**src/rtl/pad_pkg.sv**
```systemverilog
// Shared types and default timing constants for the serial pad reader.
// Defaults target a 40 MHz clock polling NES/SNES pads at 60 Hz.
package pad_pkg;

  typedef enum logic [2:0] {
    S_IDLE,
    S_LATCH,
    S_LOW,
    S_HIGH,
    S_DONE
  } state_t;

  localparam int DEF_HALF        = 240;
  localparam int DEF_POLL_CYCLES = 666_667;

endpackage

```
**src/rtl/pad_shift_reg.sv**
```systemverilog
// Per-pad sample-and-invert shifter, LSB-first.
// Bit k lands at index k after N_BITS samples.
module pad_shift_reg #(
  parameter int N_BITS = 8
) (
  input  logic              clk,
  input  logic              reset,
  input  logic              clr,
  input  logic              en,
  input  logic              din,
  output logic [N_BITS-1:0] q
);

  always_ff @(posedge clk) begin
    if (!reset || clr) begin
      q <= '0;
    end else if (en) begin
      q <= {~din, q[N_BITS-1:1]};
    end
  end

endmodule

```
**src/rtl/multi_pad_reader.sv**
```systemverilog
// Polls N_PADS serial pads over a shared latch/pulse pair.
// Produces held button state plus a one-cycle newly-pressed strobe.
module multi_pad_reader
  import pad_pkg::*;
#(
  parameter int N_PADS      = 2,
  parameter int N_BITS      = 8,
  parameter int HALF        = DEF_HALF,
  parameter int POLL_CYCLES = DEF_POLL_CYCLES
) (
  input  logic                     clk,
  input  logic                     reset,
  input  logic                     auto_mode,
  input  logic                     start,
  input  logic [N_PADS-1:0]        pad_data,
  output logic                     latch,
  output logic                     pulse,
  output logic                     busy,
  output logic [N_PADS*N_BITS-1:0] buttons,
  output logic [N_PADS*N_BITS-1:0] pressed,
  output logic                     valid
);

  localparam int CW = $clog2(2 * HALF);
  localparam int KW = (N_BITS > 1) ? $clog2(N_BITS) : 1;
  localparam int PW = $clog2(POLL_CYCLES + 1);

  localparam logic [CW-1:0] LAST_HALF  = CW'(HALF - 1);
  localparam logic [CW-1:0] LAST_LATCH = CW'(2 * HALF - 1);
  localparam logic [KW-1:0] LAST_BIT   = KW'(N_BITS - 1);
  localparam logic [PW-1:0] POLL_LAST  = PW'(POLL_CYCLES - 1);

  state_t state;
  state_t state_n;

  logic [CW-1:0] cnt;
  logic [KW-1:0] k;
  logic [PW-1:0] poll_cnt;
  logic          kick;
  logic          sample;
  logic          entering;

  logic [N_PADS*N_BITS-1:0] shift_all;

  assign entering = (state_n == S_LATCH) && (state != S_LATCH);

  always_comb begin
    state_n = state;
    sample  = 1'b0;
    unique case (state)
      S_IDLE: begin
        if (auto_mode ? (kick || poll_cnt >= POLL_LAST) : start)
          state_n = S_LATCH;
      end
      S_LATCH: begin
        if (cnt == LAST_LATCH)
          state_n = S_LOW;
      end
      S_LOW: begin
        if (cnt == LAST_HALF) begin
          sample  = 1'b1;
          state_n = (k == LAST_BIT) ? S_DONE : S_HIGH;
        end
      end
      S_HIGH: begin
        if (cnt == LAST_HALF)
          state_n = S_LOW;
      end
      S_DONE:  state_n = S_IDLE;
      default: state_n = S_IDLE;
    endcase
  end

  always_ff @(posedge clk) begin
    if (!reset) begin
      state    <= S_IDLE;
      cnt      <= '0;
      k        <= '0;
      poll_cnt <= '0;
      kick     <= 1'b1;
      latch    <= 1'b0;
      pulse    <= 1'b0;
      busy     <= 1'b0;
      buttons  <= '0;
      pressed  <= '0;
      valid    <= 1'b0;
    end else begin
      state <= state_n;
      if (state_n != state || state == S_IDLE)
        cnt <= '0;
      else
        cnt <= cnt + 1'b1;
      if (state == S_IDLE)
        k <= '0;
      else if (state == S_HIGH && state_n == S_LOW)
        k <= k + 1'b1;
      // Poll period is measured from LATCH entry; saturate so late polls go at once
      if (entering) begin
        poll_cnt <= '0;
        kick     <= 1'b0;
      end else if (poll_cnt != POLL_LAST) begin
        poll_cnt <= poll_cnt + 1'b1;
      end
      latch <= (state_n == S_LATCH);
      pulse <= (state_n == S_HIGH);
      busy  <= (state_n != S_IDLE);
      valid <= (state == S_DONE);
      if (state == S_DONE) begin
        buttons <= shift_all;
        pressed <= shift_all & ~buttons;
      end else begin
        pressed <= '0;
      end
    end
  end

  for (genvar p = 0; p < N_PADS; p++) begin : g_pad
    pad_shift_reg #(
      .N_BITS(N_BITS)
    ) u_shift (
      .clk  (clk),
      .reset(reset),
      .clr  (entering),
      .en   (sample),
      .din  (pad_data[p]),
      .q    (shift_all[p*N_BITS +: N_BITS])
    );
  end

endmodule

```
**config.mk**
```make
export PLATFORM = sky130hd
export DESIGN_NAME = multi_pad_reader
export DESIGN_NICKNAME = d
export VERILOG_FILES = /design/src/rtl/pad_pkg.sv /design/src/rtl/pad_shift_reg.sv /design/src/rtl/multi_pad_reader.sv
export SDC_FILE = /design/constraint.sdc
export NUM_CORES = 1
export LEC_CHECK = 0
export ABC_AREA = 1
export CORE_ASPECT_RATIO = 0.75
export CORE_MARGIN = 8
export CORE_UTILIZATION = 45
export DETAILED_ROUTE_END_ITERATION = 8
export PLACE_DENSITY = 0.78
export REMOVE_ABC_BUFFERS = 1
export SLEW_MARGIN = 20
export SYNTH_ARGS = -nofsm -noshare
export SYNTH_HDL_FRONTEND = slang
export SYNTH_SLANG_ARGS = --single-unit
```
**constraint.sdc**
```tcl
create_clock -name clk -period 5.2 [get_ports clk]
set_input_delay 1.04 -clock clk [delete_from_list [all_inputs] [get_ports clk]]
set_output_delay 1.04 -clock clk [all_outputs]
set_load 0.02 [all_outputs]
```
==> impl_metrics.ini, run 1 <==
[clock_tree]
root_buffer = clkbuf_8
cts_resized = 0
clk_latency_ns = 0.36
holdBufCountCts = 0
cts_setup_buffers = 0
path_clk_slew_ns = 0.09
cts_sinks = 88
cts_tree = built
cts_max_level = 3
cts_buffers = 9
cts.path.max_buffers = 2

[synth]
synth-seq-cells = 88
synth.avg_cell_area_um2 = 7.981
synthArstFlopShare = 0
synth_ff_type = dfxtp_1
yosys_warnings = 0
ys_seq_area_frac = 0.4778
synth_cell_types = 32
syn-cell-area_mm2 = 0.003687
syn_inst = 462
synth-edff-count = 0

[floorplanning]
chipWidth_um = 120.5
ioPinCount = 42
core_mm2 = 0.007918
initial_core_util = 0.4657
rows = 28
fp.dieH_um = 94.40
dieArea_mm2 = 0.01138

[route]
drt-initial-drc-count = 253
routed_wl_um = 7519
vias = 3013
ant_nets = 0
drc_errors = 0
wire_per_inst_um = 12.33
first_pass_iters = 4
vias_per_cell = 4.939

[sta]
hold_ws_ns = 0.4483
fin_crit_sh = 0.5423
finalHoldViolCount = 0
tightest_slew_ns = 0.8971
min_period_ns = 2.820
setup-tns-final_ns = 0
fin_skew_ns = 0.01104
slew_violations = 0
slew_headroom = 0.4000
max_freq_ghz = 0.3546
rsz0062_at_grt = false
setup_viol = 0

[finish]
fin_nets = 511
drive_gt1_frac = 0.1149
area_growth_pct = 18.43
num_antenna_cells = 0

[grt]
overflow = 0
grt_max_degree = 36
grt_pass1_vias = 2873
grt_usage = 0.1385
grt_pass1_wl_um = 13030
antenna_found_initial = 0

[pwr]
power.total_mw = 1.209
peakVddDrop_mv = 0.1349
combPwrFrac = 0.047
p_int_uw = 898.3
p_per_area_mw_per_mm2 = 276.9
sequentialPowerShare = 0.566
p_sw_uw = 310.9
leakage_nw = 1.499
clock_power_share = 0.387
p_sw_frac = 0.2571

[placed_design]
port_buffers = 41
dp_hpwl_um = 5282
place_congestion = 0.9121

[critical_path]
path_delay_family = buffers and inverters
cp.required_ns = 5.50
cpMostUsedCell = nor2_2
end_kind = flop
slowest_delay_ns = 1.06
path_cells = clkdlybuf4s50_1, inv_2, a21oi_1, nand3_1, nor2_2, nand3_4, nor2_2
slowest_stage = clkdlybuf4s50_1
path_max_fanout = 22
startpoint_type = input pin
cp.depth = 7
cp_data_arrival_time_ns = 3.12
path_class = in -> reg
rr_worst_depth = 9
path_buf_inv = 2

[status]
status = completed

[min_path]
hold_depth = 1
holdCritPathClass = reg -> reg

[job]
cap_violations = 0
cell usage in the layout, fill, tap and decap left out, types with 3 or more instances in the layout:
master	n
nor3_2	4
nor2_2	12
nand2_1	72
a21oi_1	29
nand2_4	3
nand2_2	4
clkbuf_8	10
or2_1	3
inv_2	9
inv_1	53
nor2_1	36
ha_1	5
nand3_1	33
o21ai_1	18
inv_6	4
clkdlybuf4s50_1	41
xor2_1	14
nand4_1	22
nor2_4	3
dfxtp_1	88
nor3_1	23
cell usage after synthesis, types with 3 or more instances:
cell / n / share of area
a21oi_1: 29 / 0.039
buf_2: 4 / 0.0054
clkbuf_1: 10 / 0.010
dfxtp_1: 88 / 0.48
ha_1: 5 / 0.017
inv_1: 53 / 0.054
inv_2: 9 / 0.0092
nand2_1: 72 / 0.073
nand2_2: 4 / 0.0068
nand2_4: 3 / 0.0092
nand3_1: 33 / 0.045
nand4_1: 22 / 0.037
nor2_1: 36 / 0.037
nor2_2: 12 / 0.020
nor2_4: 3 / 0.0092
nor3_1: 23 / 0.031
nor3_2: 4 / 0.011
o21ai_1: 18 / 0.024
or2_1: 3 / 0.0051
xor2_1: 14 / 0.033
through the flow:
step | area (um2) | instances | setup WS [ns] | util
finish | 4367 | 610 | 2.380 | 0.5515
global route | 4367 | 610 | 2.255 | 0.5515
CTS | 4367 | 610 | 2.416 | 0.5515
detailed placement | 4172 | 594 | 2.026 | 0.5269
global placement | 4172 | 594 | 2.116 | 0.5269
floorplan | 3630 | 448 | 3.131 | -
power groups by stage:
stage               Combinational (mW)  Sequential (mW)  Clock, mW
floorplan                       0.0358            0.702          0
global placement                0.0554            0.700          0
detailed placement              0.0570            0.700          0
CTS                             0.0574            0.685      0.480
global route                    0.0615            0.686      0.512
finish                          0.0569            0.684      0.468
cell type report:
class	instances	area, um2
clock buffer	10	137.6
clock inverter	6	57.56
fill	771	3551
inverter	62	232.7
multi-input combinational	298	1635
sequential	88	1762
tap	105	131.4
timing repair buffer	41	410.4
kinds of logic (layout without fill, tap and decap cells):
group                    Yosys count  in the layout  share of synthesized area
AO/OA/AOI/OAI                     51             51                    0.07126
buffers and inverters             76            119                    0.07872
XOR/XNOR                          15             15                    0.03563
adder cells (fa/ha/maj)            5              5                    0.01697
AND/OR/NAND/NOR                  227            227                     0.3196
flip-flops                        88             88                     0.4778
final timing paths:
kind,slack (ns),to,from
setup reg to reg,2.95,cnt[2],cnt[0]
hold reg to reg,0.45,pressed[2],buttons[2]
setup / recovery,2.38,cnt[2],reset
hold / removal,0.45,pressed[2],buttons[2]
metal layers:
layer,track usage,routed length [um]
met5,0,0
met4,0.04663,95
met3,0.04830,462
met2,0.2206,3318
met1,0.1727,3643
registers in the layout, indices dropped and copies added (netlist names):
register         cells
buttons             16
kick                 1
busy                 1
poll_cnt            20
g_pad.u_shift.q     16
valid                1
k                    3
latch                1
state                3
pulse                1
pressed             16
cnt                  9
No activity file was read; power rests on OpenSTA's default activity.
==> run 2: changes to the inputs <==
Clock period 5.2 ns to 2.9 ns, I/O delays scaled along.
==> impl_metrics.ini, run 2 (synthesis gave the netlist of run 1 again) <==
[pwr]
peakVddDrop_mv = 0.2361
combPwrFrac = 0.046
p_per_area_mw_per_mm2 = 501.4
p_sw_frac = 0.2385
p_sw_uw = 527.9
leakage_nw = 1.522
sequentialPowerShare = 0.554
clock_power_share = 0.400
power.total_mw = 2.213
p_int_mw = 1.685

[clock_tree]
cts_buffers = 9
cts_max_level = 3
holdBufCountCts = 0
cts_tree = built
cts_resized = 0
path_clk_slew_ns = 0.10
cts.path.max_buffers = 2
root_buffer = clkbuf_8
cts_setup_buffers = 0
clk_latency_ns = 0.36
cts_sinks = 88

[finish]
largest_register = poll_cnt
largest_register_ffs = 20
final_common_cell = dfxtp_1
layout_common_cells = dfxtp_1, nand2_1, inv_1, clkdlybuf4s50_1, nor2_1
num_antenna_cells = 0
stdcell_area_mm2 = 0.004414
fin_nets = 515
drive_gt1_frac = 0.1218
area_growth_pct = 19.71

[job]
cap_violations = 0

[critical_path]
startpoint_type = flop
slowest_delay_ns = 0.45
cpMostUsedCell = nor2_4
path_class = reg -> reg
end_kind = flop
path_cells = ha_1, nand3_1, nor2_4, nand3_4, nor2_4, nor2_4, nand3_2, nand3_4, nor2_2
cp_data_arrival_time_ns = 2.48
cp.required_ns = 3.20
path_max_fanout = 19
slowest_stage = nor2_4

[sta]
rsz0062_at_grt = false
slew_violations = 0
max_freq_ghz = 0.4580
slew_headroom = 0.5480
setup_viol = 0
setup-tns-final_ns = 0
min_period_ns = 2.183
fin_crit_sh = 0.7529
fin_skew_ns = 0.01233
hold_ws_ns = 0.4510
timing.final.ws_setup_ns = 0.7166
finalHoldViolCount = 0
tightest_slew_ns = 0.6756

[status]
status = completed

[floorplanning]
core_mm2 = 0.007918
rows = 28
chipWidth_um = 120.5
ioPinCount = 42
dieArea_mm2 = 0.01138
fp.dieH_um = 94.40
initial_core_util = 0.4657

[placed_design]
dpl_cell_area_mm2 = 0.004202
dp_hpwl_um = 5433
place_congestion = 0.8258
pre_cts_ws_ns = 0.4962
port_buffers = 41

[route]
routed_wl_um = 7544
vias = 3035
wire_per_inst_um = 12.29
drt-initial-drc-count = 160
ant_nets = 0
drc_errors = 0
vias_per_cell = 4.943
first_pass_iters = 4

[grt]
antenna_found_initial = 0
overflow = 0
grt_max_degree = 36
grt_pass1_vias = 2940
grt_usage = 0.1406
grt_pass1_wl_um = 13140

[min_path]
holdCritPathClass = reg -> reg
run 2: cell count changes in the layout (fill, tap and decap cells not counted):
cell / delta
clkinv_4: +2
clkinvlp_4: +1
inv_6: -3
inv_8: -1
bufinv_16: +1
buf_4: +4
run 2: layer usage:
layer  share of wire  track usage
met1            0.48       0.1684
met2            0.44       0.2252
met3           0.056      0.05367
met4           0.017      0.05596
met5               0            0
run 2: critical path, delay by kind of cell, from the launching register on:
family / cells / cell delay, ns
and+or+nand+nor: 8 / 1.54
adders and majority gates: 1 / 0.19
DFF: 1 / 0.37
run 2: area by class of cell:
cell class              instances  area (um2)
well taps                     105       131.4
fillers                       725        3503
inverters                      62       232.7
repair buffers                 45       440.4
flip-flops and latches         88        1762
clock inverters                 6       75.07
multi-input cells             298        1635
clock buffers                  10       137.6
run 2: worst paths after layout:
kind	from	endpoint	slack (ns)	cells after the start
max	cnt[0]	cnt[4]	0.72	9
min	buttons[4]	pressed[4]	0.45	1
max reg2reg	cnt[0]	cnt[4]	0.72	9
min reg2reg	buttons[4]	pressed[4]	0.45	1
run 2: power groups by stage:
stage	sequential (mW)	clock (mW)	combinational, mW
after floorplan	1.26	0	0.0642
after global placement	1.26	0	0.100
after detailed placement	1.26	0	0.102
after CTS	1.23	0.909	0.102
after global routing	1.23	0.967	0.113
final	1.23	0.884	0.102
run 2: per-stage QoR:
| stage | std cells | util |
|---|---|---|
| 4_1_cts | 614 | 0.5575 |
| 6_report | 614 | 0.5575 |
| 5_1_grt | 614 | 0.5575 |
| 3_5_place_dp | 598 | 0.5307 |
| 2_1_floorplan | 448 | - |
| 3_3_place_gp | 598 | 0.5307 |
==> run 3: changes to the inputs <==
Settings changed: PLACE_DENSITY 0.78 to 0.81.
Clock period 2.9 ns to 1.9 ns, I/O delays scaled along.
==> impl_metrics.ini, run 3 (synthesis gave the netlist of run 1 again) <==
[status]
status = completed

[sta]
tightest_slew_ns = 0.5145
min_period_ns = 1.769
timing.final.ws_setup_ns = 0.1314
max_freq_ghz = 0.5654
fin_crit_sh = 0.9308
hold_ws_ns = 0.4329
finalHoldViolCount = 0
fin_skew_ns = 0.01479
slew_violations = 0
slew_headroom = 0.6565
rsz0062_at_grt = true
setup_viol = 0

[critical_path]
path_delay_family = simple AND/OR/NAND/NOR gates
cp.required_ns = 2.20
end_kind = flop
rr_startpoint = cnt[0]
slowest_delay_ns = 0.36
startpoint = cnt[0]
slowest_stage = dfxtp_2
path_max_fanout = 9
startpoint_type = flop
cp_data_arrival_time_ns = 2.06
path_cells = ha_2, nand3_2, nor2_4, nand2_2, nand2_1, nand2_2, nor2_4, nand2_4, nand2_4, nand3_4, nor2_2
path_class = reg -> reg
path_buf_inv = 0

[placed_design]
pre_cts_ws_ns = -0.07425
place_inst = 608
dp_hpwl_um = 5757
port_buffers = 41
place_congestion = 0.9018

[job]
cap_violations = 0

[grt]
grt_pass1_wl_um = 13330
grt_pass1_vias = 2982
antenna_found_initial = 0
grt_usage = 0.1436
grt_max_degree = 33
overflow = 0

[floorplanning]
fp.dieH_um = 94.40
rows = 28
chipWidth_um = 120.5
dieArea_mm2 = 0.01138
core_mm2 = 0.007918
ioPinCount = 42
initial_core_util = 0.4657

[finish]
layout_common_cells = dfxtp_1, nand2_1, inv_1, clkdlybuf4s50_1, nor2_1
fin_util = 0.5732
multi_input_area_mm2 = 0.001650
num_antenna_cells = 0
largest_register_ffs = 20
largest_register = poll_cnt
drive_gt1_frac = 0.1481
fill_cells = 704
ff_latch_area_mm2 = 0.001763
area_growth_pct = 23.07
fin_nets = 526
final_common_cell = dfxtp_1
instances_no_fill = 625

[pwr]
p_int_mw = 2.675
peakVddDrop_mv = 0.2985
clock_power_share = 0.412
power.total_mw = 3.481
sequentialPowerShare = 0.538
leakage_nw = 1.581
combPwrFrac = 0.049
p_per_area_mw_per_mm2 = 767.1
p_sw_uw = 806.2
p_sw_frac = 0.2316

[min_path]
holdCritPathClass = reg -> reg
min-delay-start = cnt[0]

[route]
first_pass_iters = 5
vias_per_cell = 4.998
drc_errors = 0
vias = 3124
routed_wl_um = 7880
drt-initial-drc-count = 243
ant_nets = 0
wire_per_inst_um = 12.61

[clock_tree]
root_buffer = clkbuf_8
cts_max_level = 3
cts_tree = built
cts.path.max_buffers = 2
path_clk_slew_ns = 0.08
cts_sinks = 88
cts_buffers = 9
clk_latency_ns = 0.37
holdBufCountCts = 0
-- run 3: layout make-up --
| cell class | count | area share |
|---|---|---|
| Sequential cell | 88 | 0.3885 |
| Timing Repair Buffer | 56 | 0.1180 |
| Tap cell | 105 | 0.02895 |
| Multi-Input combinational cell | 298 | 0.3637 |
| Inverter | 62 | 0.05128 |
| Clock buffer | 9 | 0.02730 |
| Clock inverter | 7 | 0.02233 |
-- run 3: per-layer routing --
metal,part of all wire,GRT usage,routed length (um)
met5,0,0,0
met4,0.013,0.05078,106
met3,0.079,0.05486,622
met2,0.47,0.2469,3689
met1,0.44,0.1612,3462
-- run 3: worst reg2reg max path: stages, from the launching register on --
cell and delay, ns:
dfxtp_2 0.36, ha_2 0.21, nand3_2 0.15, nor2_4 0.22
nand2_2 0.06, nand2_1 0.07, nand2_2 0.06, nor2_4 0.16
nand2_4 0.08, nand2_4 0.06, nand3_4 0.15, nor2_2 0.12
-- run 3: timing repair --
action,CTS,global route
resized for setup,0,5
setup buffers,0,1
endpoints found under the setup margin,0,29
-- run 3: path summary, 6_finish.rpt --
kind | cells after the start | slack (ns) | endpoint
worst max-delay path | 11 | 0.13 | cnt[1]
worst max register to register | 11 | 0.13 | cnt[1]
worst min register to register | 1 | 0.43 | cnt[0]
worst min-delay path | 1 | 0.43 | cnt[0]
-- run 3: power by group through the flow --
stage / registers (mW) / clock network [mW] / logic [mW]
after CTS: 1.87 / 1.47 / 0.172
after global routing: 1.88 / 1.55 / 0.188
final: 1.87 / 1.44 / 0.172
after detailed placement: 1.92 / 0 / 0.172
after global placement: 1.92 / 0 / 0.167
after floorplan: 1.92 / 0 / 0.0980
-- run 3: stage by stage --
stage          area [um2]  setup TNS [ns]
2_1_floorplan        3630               0
3_3_place_gp         4289               0
3_5_place_dp         4289         -0.7954
4_1_cts              4514               0
5_1_grt              4538        -0.01684
6_report             4538               0
==> patch (flow settings as in run 2) <==
Encoding of `state_t`: now one-hot (5 bits for 5 states).
--- a/src/rtl/pad_pkg.sv
+++ b/src/rtl/pad_pkg.sv
@@ -2,12 +2,12 @@
 // Defaults target a 40 MHz clock polling NES/SNES pads at 60 Hz.
 package pad_pkg;
 
-  typedef enum logic [2:0] {
-    S_IDLE,
-    S_LATCH,
-    S_LOW,
-    S_HIGH,
-    S_DONE
+  typedef enum logic [4:0] {
+    S_IDLE  = 5'b00001,
+    S_LATCH = 5'b00010,
+    S_LOW   = 5'b00100,
+    S_HIGH  = 5'b01000,
+    S_DONE  = 5'b10000
   } state_t;
 
   localparam int DEF_HALF        = 240;
Behaviour: no difference found for any inputs over 10 cycles, from zero or initial values and one cycle with reset low; not proved beyond that.
==> patch against run 2 <==
  * Design area is 1.8% lower
  * Synthesized area fell by 0.64%
  * Sequential cell count rose by 2
  * Total power up 2.0%
  * First-iteration DRC count fell by 16%
  * Wire length fell by 2.9%
  * Worst setup slack improved by 100 ps
  * Fmax is 4.9% higher
  * Critical path type unchanged
  * Critical endpoint is now poll_cnt[16]
  * Largest cell class unchanged
  * Largest power group unchanged
  * Highest routed layer unchanged
==> patch: results (changes against run 2) <==
stage	metric	value	unit	change
sta	slew_headroom	44.5	%	-10 points
routing	drt_pass1_iterations	5		+1
placed_design	gp_congestion	0.795		-3.7%
setup_path	path_max_fanout	4		-15
clock_network	clockBufferDepth	2		unchanged
global_routing	grt_pass1_wl	12500	µm	-4.8%
global_routing	grt_start_max_net_pins	37		+2.8%
layout	fillers	722		-0.41%
routing	via_per_inst	4.93		-0.21%
clock_network	cts_max_level	3		unchanged
run_status	status	finished clean		
placed_design	hpwl	5220	µm	-3.9%
logic_synthesis	synth.yosys.seq_area_share	49.2	%	+1.4 points
logic_synthesis	synth_common_cells	dfxtp_1, nand2_1, inv_1		
power	p_leak	1.56	nW	+2.3%
sta	fin_skew	11.2	ps	-1.08 ps
setup_path	slowest_delay	390	ps	-60 ps
global_routing	grt_pass1_vias	2760		-6.1%
layout	drive_above_1_share	10.7	%	-1.5 points
routing	drtIter0Drc	135		-16%
layout	fin_nets	493		-4.3%
logic_synthesis	yosys.cell_types.count	31		-3.1%
global_routing	antenna_found_initial	0		unchanged
logic_synthesis	yosys_warnings	0		unchanged
setup_path	critical_path_arrival	2320	ps	-160 ps
power	vdd_drop_max	0.000270	V	+14%
setup_path	cp_slowest_cell	dfxtp_1		
logic_synthesis	synth_area_leaders	dfxtp_1, nand2_1, inv_1		
placed_design	pre_cts_slack	501	ps	+4.93 ps
power	p_int	1.64	mW	-2.5%
global_routing	grt_use_total	13.5	%	-0.54 points
routing	wire_per_inst	12.4	µm	+0.71%
patch: cell types whose count changed after synthesis, sizes merged, moves of 6 or more:
cell,delta
nor2,+6
a211oi,+15
nand4,-20
a21oi,-14
nand2,-19
nor3,+10
patch: path summary, 6_finish.rpt:
path / slack [ps] / start / endpoint / cells past startpoint
max: 820 / poll_cnt[1] / poll_cnt[16] / 11
min reg2reg: 450 / buttons[10] / pressed[10] / 1
max reg2reg: 820 / poll_cnt[1] / poll_cnt[16] / 11
min: 450 / buttons[10] / pressed[10] / 1
patch: cells by family (layout without fill, tap and decap cells):
family	count (synthesis)	after routing	synth area share, %
compound gates	55	55	10.5
simple gates	202	202	26.5
fa+ha+maj	5	5	1.71
xor+xnor	17	17	4.27
buf+inv	70	118	7.86
flops	90	90	49.2
patch: layout make-up:
cell class | instances | area [µm²] | share of cell area, %
sequential | 90 | 1800 | 41.5
tap | 105 | 131 | 3.03
inverter | 58 | 218 | 5.02
clock buffer | 10 | 128 | 2.94
clock inverter | 6 | 51.3 | 1.18
timing repair buffer | 44 | 433 | 9.98
multi-input combinational | 279 | 1570 | 36.3
patch: stage by stage:
step                      utilization, %  instance area (µm²)  cells  hold slack (ps)
after CTS                           55.0                 4340    592              452
final                               55.0                 4340    592              450
after detailed placement            52.7                 4160    576              437
after floorplan                        -                 3590    427              420
after global placement              52.7                 4160    576              436
after global routing                55.0                 4340    592              470
patch: power groups by stage:
stage	sequential, mW	clock (mW)	combinational [mW]
after global placement	1.30	0	0.188
after global routing	1.28	0.856	0.217
after detailed placement	1.30	0	0.193
final	1.28	0.789	0.193
after floorplan	1.31	0	0.129
after CTS	1.28	0.807	0.194
patch: layer usage:
layer  part of all wire, %  global-route usage (%)
met5                     0                       0
met4                   1.2                    4.77
met3                   9.4                    6.07
met2                    42                    20.6
met1                    47                    16.6
